`src/rtl/psx_com_pkg.sv`:
```
// Shared types and helpers for the PSX <-> DE2-115 6-bit com link transmitter.
package psx_com_pkg;

  localparam int BEAT_W  = 6;
  localparam int N_BEATS = 6;
  localparam int FRAME_W = 36;

  typedef enum logic [1:0] {
    IDLE,
    BEAT_LO,
    BEAT_HI,
    GAP
  } tx_state_t;

  // Frame layout: {src_id, even parity of data, reserved zero, data}.
  function automatic logic [FRAME_W-1:0] pack_frame(input logic [1:0] src, input logic [31:0] data);
    return {src, ^data, 1'b0, data};
  endfunction

endpackage

```
`src/rtl/rr_arbiter.sv`:
```
// Combinational round-robin arbiter: the first valid requester at or after ptr wins.
module rr_arbiter #(
  parameter int N = 4
) (
  input  logic [N-1:0] valid_i,
  input  logic [1:0]   ptr_i,
  output logic [N-1:0] grant_o,
  output logic [1:0]   idx_o,
  output logic         any_o
);

  logic [1:0] cand;

  // Scan requesters starting at ptr and wrapping, keep the first valid one.
  always_comb begin
    grant_o = '0;
    idx_o   = '0;
    any_o   = 1'b0;
    cand    = '0;
    for (int i = 0; i < N; i++) begin
      cand = 2'((int'(ptr_i) + i) % N);
      if (!any_o && valid_i[cand]) begin
        grant_o[cand] = 1'b1;
        idx_o         = cand;
        any_o         = 1'b1;
      end
    end
  end

endmodule

```
`src/rtl/com_link_tx_sched.sv`:
```
// Transmit scheduler for the 6-bit com link: picks one requester word round-robin,
// packs it into a 36-bit frame and sends it as six 6-bit beats with a generated com_clk.
module com_link_tx_sched
  import psx_com_pkg::*;
#(
  parameter int N_REQ    = 4,
  parameter int HALF_PER = 4,
  parameter int GAP_CYC  = 8
) (
  input  logic                clk_i,
  input  logic                rst_n_i,
  input  logic [N_REQ-1:0]    req_valid_i,
  input  logic [N_REQ*32-1:0] req_data_i,
  output logic [N_REQ-1:0]    req_ack_o,
  output logic [BEAT_W-1:0]   com_channel_o,
  output logic                com_clk_o,
  output logic                com_req_o,
  output logic                busy_o,
  output logic [15:0]         frame_cnt_o
);

  localparam int MAX_CNT = (HALF_PER > GAP_CYC) ? HALF_PER : GAP_CYC;
  localparam int CNT_W   = $clog2(MAX_CNT) + 1;

  localparam logic [CNT_W-1:0] HALF_LAST = CNT_W'(HALF_PER - 1);
  localparam logic [CNT_W-1:0] GAP_LAST  = CNT_W'(GAP_CYC - 1);
  localparam logic [2:0]       BEAT_LAST = 3'(N_BEATS - 1);

  tx_state_t                   state_q;
  logic [CNT_W-1:0]            phase_q;
  logic [2:0]                  beat_q;
  logic [FRAME_W-BEAT_W-1:0]   shift_q;
  logic [BEAT_W-1:0]           channel_q;
  logic                        comClk_q;
  logic                        comReq_q;
  logic [N_REQ-1:0]            ack_q;
  logic [15:0]                 frameCnt_q;
  logic [1:0]                  rrPtr_q;

  logic [FRAME_W-1:0]          frame_d;
  logic [1:0]                  rrPtr_d;

  logic [N_REQ-1:0]            grantOh;
  logic [1:0]                  grantIdx;
  logic                        anyValid;

  rr_arbiter #(
    .N(N_REQ)
  ) u_arb (
    .valid_i (req_valid_i),
    .ptr_i   (rrPtr_q),
    .grant_o (grantOh),
    .idx_o   (grantIdx),
    .any_o   (anyValid)
  );

  // Build the candidate frame for the current winner and the pointer that follows it.
  always_comb begin
    frame_d = pack_frame(grantIdx, req_data_i[{grantIdx, 5'd0} +: 32]);
    rrPtr_d = (int'(grantIdx) == N_REQ - 1) ? 2'd0 : grantIdx + 2'd1;
  end

  // Frame sequencer: grant in IDLE, then six low/high beat phases, then the inter-frame gap.
  always_ff @(posedge clk_i) begin
    if (!rst_n_i) begin
      state_q    <= IDLE;
      phase_q    <= '0;
      beat_q     <= '0;
      shift_q    <= '0;
      channel_q  <= '0;
      comClk_q   <= 1'b0;
      comReq_q   <= 1'b0;
      ack_q      <= '0;
      frameCnt_q <= '0;
      rrPtr_q    <= '0;
    end else begin
      ack_q <= '0;
      case (state_q)
        IDLE: begin
          if (anyValid) begin
            ack_q     <= grantOh;
            channel_q <= frame_d[BEAT_W-1:0];
            shift_q   <= frame_d[FRAME_W-1:BEAT_W];
            comReq_q  <= 1'b1;
            comClk_q  <= 1'b0;
            beat_q    <= '0;
            phase_q   <= '0;
            rrPtr_q   <= rrPtr_d;
            state_q   <= BEAT_LO;
          end
        end
        BEAT_LO: begin
          if (phase_q == HALF_LAST) begin
            phase_q  <= '0;
            comClk_q <= 1'b1;
            state_q  <= BEAT_HI;
          end else begin
            phase_q <= phase_q + 1'b1;
          end
        end
        BEAT_HI: begin
          if (phase_q == HALF_LAST) begin
            phase_q  <= '0;
            comClk_q <= 1'b0;
            if (beat_q == BEAT_LAST) begin
              comReq_q   <= 1'b0;
              channel_q  <= '0;
              frameCnt_q <= frameCnt_q + 16'd1;
              state_q    <= GAP;
            end else begin
              beat_q    <= beat_q + 3'd1;
              channel_q <= shift_q[BEAT_W-1:0];
              shift_q   <= shift_q >> BEAT_W;
              state_q   <= BEAT_LO;
            end
          end else begin
            phase_q <= phase_q + 1'b1;
          end
        end
        GAP: begin
          if (phase_q == GAP_LAST) begin
            phase_q <= '0;
            state_q <= IDLE;
          end else begin
            phase_q <= phase_q + 1'b1;
          end
        end
        default: state_q <= IDLE;
      endcase
    end
  end

  assign req_ack_o     = ack_q;
  assign com_channel_o = channel_q;
  assign com_clk_o     = comClk_q;
  assign com_req_o     = comReq_q;
  assign busy_o        = (state_q != IDLE);
  assign frame_cnt_o   = frameCnt_q;

endmodule

```
`config.mk`:
```
export PLATFORM = sky130hd
export DESIGN_NAME = com_link_tx_sched
export DESIGN_NICKNAME = d
export VERILOG_FILES = /design/src/rtl/psx_com_pkg.sv /design/src/rtl/rr_arbiter.sv /design/src/rtl/com_link_tx_sched.sv
export SDC_FILE = /design/constraint.sdc
export NUM_CORES = 1
export LEC_CHECK = 0
export CORE_AREA = 4 4 118 120
export CTS_CLUSTER_DIAMETER = 200
export CTS_CLUSTER_SIZE = 12
export DETAILED_ROUTE_END_ITERATION = 8
export DIE_AREA = 0 0 122 124
export GPL_ROUTABILITY_DRIVEN = 0
export GPL_TIMING_DRIVEN = 0
export PLACE_DENSITY = 0.7
export SLEW_MARGIN = 30
export SYNTH_ARGS = -nofsm -noshare
export SYNTH_HDL_FRONTEND = slang
export SYNTH_SLANG_ARGS = --single-unit
```
`constraint.sdc`:
```
create_clock -name clk_i -period 5.5 [get_ports clk_i]
set_input_delay 1.375 -clock clk_i [delete_from_list [all_inputs] [get_ports clk_i]]
set_output_delay 1.375 -clock clk_i [all_outputs]
set_load 0.01 [all_outputs]
```
==> flow_metrics.py <==
metrics = {
    "run_status": {
        "status": "finished clean",
    },
    "route": {
        "first_pass_iters": 5,
        "wl_per_cell_um": 16.2,
        "wirelength_um": 16100,
        "ant_nets": 0,
        "drc": 0,
        "via_per_inst": 5.40,
        "highest_layer": "met4",
        "route.met2.wl_um": 7890,
        "wl_met1_um": 6960,
        "wl_met3_um": 1010,
        "dr_total_vias": 5351,
        "drt-initial-drc-count": 312,
    },
    "global_routing": {
        "grt_overflow": 0,
        "grt_pass1_wl_um": 24900,
        "antenna_found_initial": 0,
        "grt.total_usage": 0.204,
        "grt_pass1_vias": 5170,
        "grt_max_degree": 13,
    },
    "final_layout": {
        "final_nets": 957,
        "antenna_cells": 0,
        "syn2layout_area_growth_pct": 42.3,
        "layout-drive-gt1-share": 0.0638,
        "fin_util": 0.554,
    },
    "critical_path": {
        "critPathTopFamily": "buffers and inverters",
        "worstPathCellList": "clkdlybuf4s50_1, mux4_2, nor2b_4, or4_4, and2_1, buf_4, buf_2, buf_1, nand2_1, a22oi_1, xnor2_1, xnor3_1, xnor3_1, o21ai_1",
        "cpPeakStageDelay_ns": 0.64,
        "critPathRequiredTime_ns": 5.76,
        "critical_path_class": "in -> reg",
        "cpMostUsedCell": "xnor3_1",
        "cp.buffers_inverters": 4,
        "end_kind": "flip-flop",
        "cp_max_fo": 10,
        "cp-start-kind": "input port",
        "cp.arrival_ns": 5.33,
        "crit_slowest_cell": "mux4_2",
    },
    "timing": {
        "setup_slack_ns": 0.434,
        "slew_violations": 0,
        "hold_viol": 0,
        "fin_crit_ns": 5.07,
        "finalCritPeriodShare": 0.921,
        "max_slew_margin": 0.512,
        "max_freq_ghz": 0.197,
        "skew_ns": 0.00785,
        "rsz0062_at_grt": "no",
        "finalSetupTns_ns": 0,
        "setup_violations": 0,
        "worst_slew_pin_slew_ns": 0.729,
    },
    "clocking": {
        "cts_hold_buf": 0,
        "h-tree-depth": 3,
        "clk_pin_slew_worst_paths_ns": 0.06,
        "cts_tree": "built",
        "cts_resized": 0,
        "post_cts_buffers": 0,
        "cts_buffers": 9,
        "clk_latency_ns": 0.33,
        "clockBufferDepth": 2,
        "root_buffer": "clkbuf_16",
        "cts_sinks": 68,
    },
    "logic_synthesis": {
        "synth_area_um2": 5050,
        "synthCells": 640,
        "ys_async_sr_fraction": 0,
        "yosysSeqAreaShare": 0.269,
        "syn_area_per_cell_um2": 7.89,
        "yosys.cell_types.count": 56,
        "yosys.area.top_type_share": 0.269,
        "synth_flop_cell": "dfxtp_1",
        "ys_warn_count": 0,
        "ys_ff_latch": 68,
        "synth_fp_nets": 787,
        "netlist_top_cells_area": "dfxtp_1, nand2_1, xnor2_1",
        "synth_largest_area_cell": "dfxtp_1",
        "synth-edff-count": 0,
    },
    "floorplan": {
        "ios": 163,
        "die_w_um": 122,
        "die-area_um2": 15100,
        "initial_utilization": 0.389,
        "std_cell_rows": 42,
        "die_h_um": 124,
        "core_area_um2": 13000,
    },
    "power_and_ir_drop": {
        "p_leak_nw": 2.86,
        "ir_drop_mv": 0.662,
        "cellPowerDensity_nw_per_um2": 586,
        "power.total_mw": 4.22,
    },
    "worst_hold_path": {
        "hold_path.class": "reg -> reg",
    },
    "placed_design": {
        "port_buffers": 159,
        "dpl_worst_slack_ns": 0.0978,
        "dp_hpwl_um": 12600,
    },
    "run": {
        "drv_cap": 0,
    },
}
[Yosys cell counts (14+ instances only)]
| cell | number |
|---|---|
| mux2i_1 | 21 |
| a22oi_1 | 26 |
| xnor2_1 | 38 |
| nor2_1 | 67 |
| dfxtp_1 | 68 |
| nand4_1 | 20 |
| inv_1 | 14 |
| a311oi_1 | 16 |
| a21oi_1 | 39 |
| clkbuf_1 | 25 |
| nand3_1 | 14 |
| nand2_1 | 102 |
| xor2_1 | 14 |
[final timing paths]
| check | depth (start not counted) | endpoint | start | slack, ns |
|---|---|---|---|---|
| hold reg to reg | 2 | shift_q[2]$_SDFFE_PN0P_ | shift_q[8]$_SDFFE_PN0P_ | 0.47 |
| setup / recovery | 14 | shift_q[27]$_SDFFE_PN0P_ | req_valid_i[3] | 0.43 |
| hold / removal | 2 | shift_q[2]$_SDFFE_PN0P_ | shift_q[8]$_SDFFE_PN0P_ | 0.47 |
| setup reg to reg | 16 | shift_q[27]$_SDFFE_PN0P_ | rrPtr_q[0]$_SDFFE_PN0P_ | 0.50 |
[report_power, final]
group          internal (mW)  switching [mW]
Sequential             0.625          0.0841
Clock                  0.409           0.215
Combinational           1.43            1.45
[cell families (layout without fill, tap and decap cells)]
logic type / count (synthesis) / count (layout) / share of synthesized area
simple gates: 270 / 270 / 0.252
compound gates: 144 / 144 / 0.204
buf+inv: 60 / 235 / 0.0594
mux: 25 / 25 / 0.0572
xor+xnor: 60 / 60 / 0.126
fa+ha+maj: 13 / 13 / 0.0322
flops: 68 / 68 / 0.269
[tightest hold or removal path, stage by stage (launching register included)]
cell,delay (ns)
dfxtp_1,0.30
nand2_1,0.05
a311oi_1,0.07
[layout make-up]
| class | count | area, um^2 |
|---|---|---|
| plain buffers | 46 | 248 |
| clock buffers | 10 | 239 |
| clock inverters | 6 | 87.6 |
| fillers | 1224 | 5790 |
| inverters | 14 | 52.6 |
| multi-input cells | 512 | 3390 |
| flip-flops and latches | 68 | 1360 |
| well taps | 176 | 220 |
| repair buffers | 159 | 1590 |
[sequential cells by signal, indices dropped and copies added, names as in the netlist]
name / flops
beat_q: 3
com_channel_o: 6
com_clk_o: 1
com_req_o: 1
frame_cnt_o: 16
phase_q: 4
req_ack_o: 4
rrPtr_q: 2
shift_q: 29
state_q: 2
[cells in the final DEF (no fill, tap or decap), types with 16 or more instances in the layout]
| cell | synthesis | final |
|---|---|---|
| mux2i_1 | 21 | 21 |
| xnor2_1 | 38 | 38 |
| clkdlybuf4s50_1 | 0 | 159 |
| clkbuf_1 | 25 | 25 |
| a22oi_1 | 26 | 26 |
| dfxtp_1 | 68 | 68 |
| a311oi_1 | 16 | 16 |
| nand2_1 | 102 | 102 |
| a21oi_1 | 39 | 39 |
| nand4_1 | 20 | 20 |
| nor2_1 | 67 | 67 |
[per-stage QoR]
step | hold WS (ns) | instance area [um^2] | cells
3_5_place_dp | 0.473 | 6860 | 975
3_3_place_gp | 0.456 | 6860 | 975
2_1_floorplan | 0.437 | 5050 | 640
4_1_cts | 0.476 | 7190 | 991
5_1_grt | 0.502 | 7190 | 991
6_report | 0.474 | 7190 | 991
[metal layers]
metal,vias to the layer above,global-route usage
li1,2630,-
met1,2509,0.254
met2,190,0.366
met3,22,0.0359
met4,0,0.0476
met5,-,0
No activity file was read; power rests on OpenSTA's default activity.
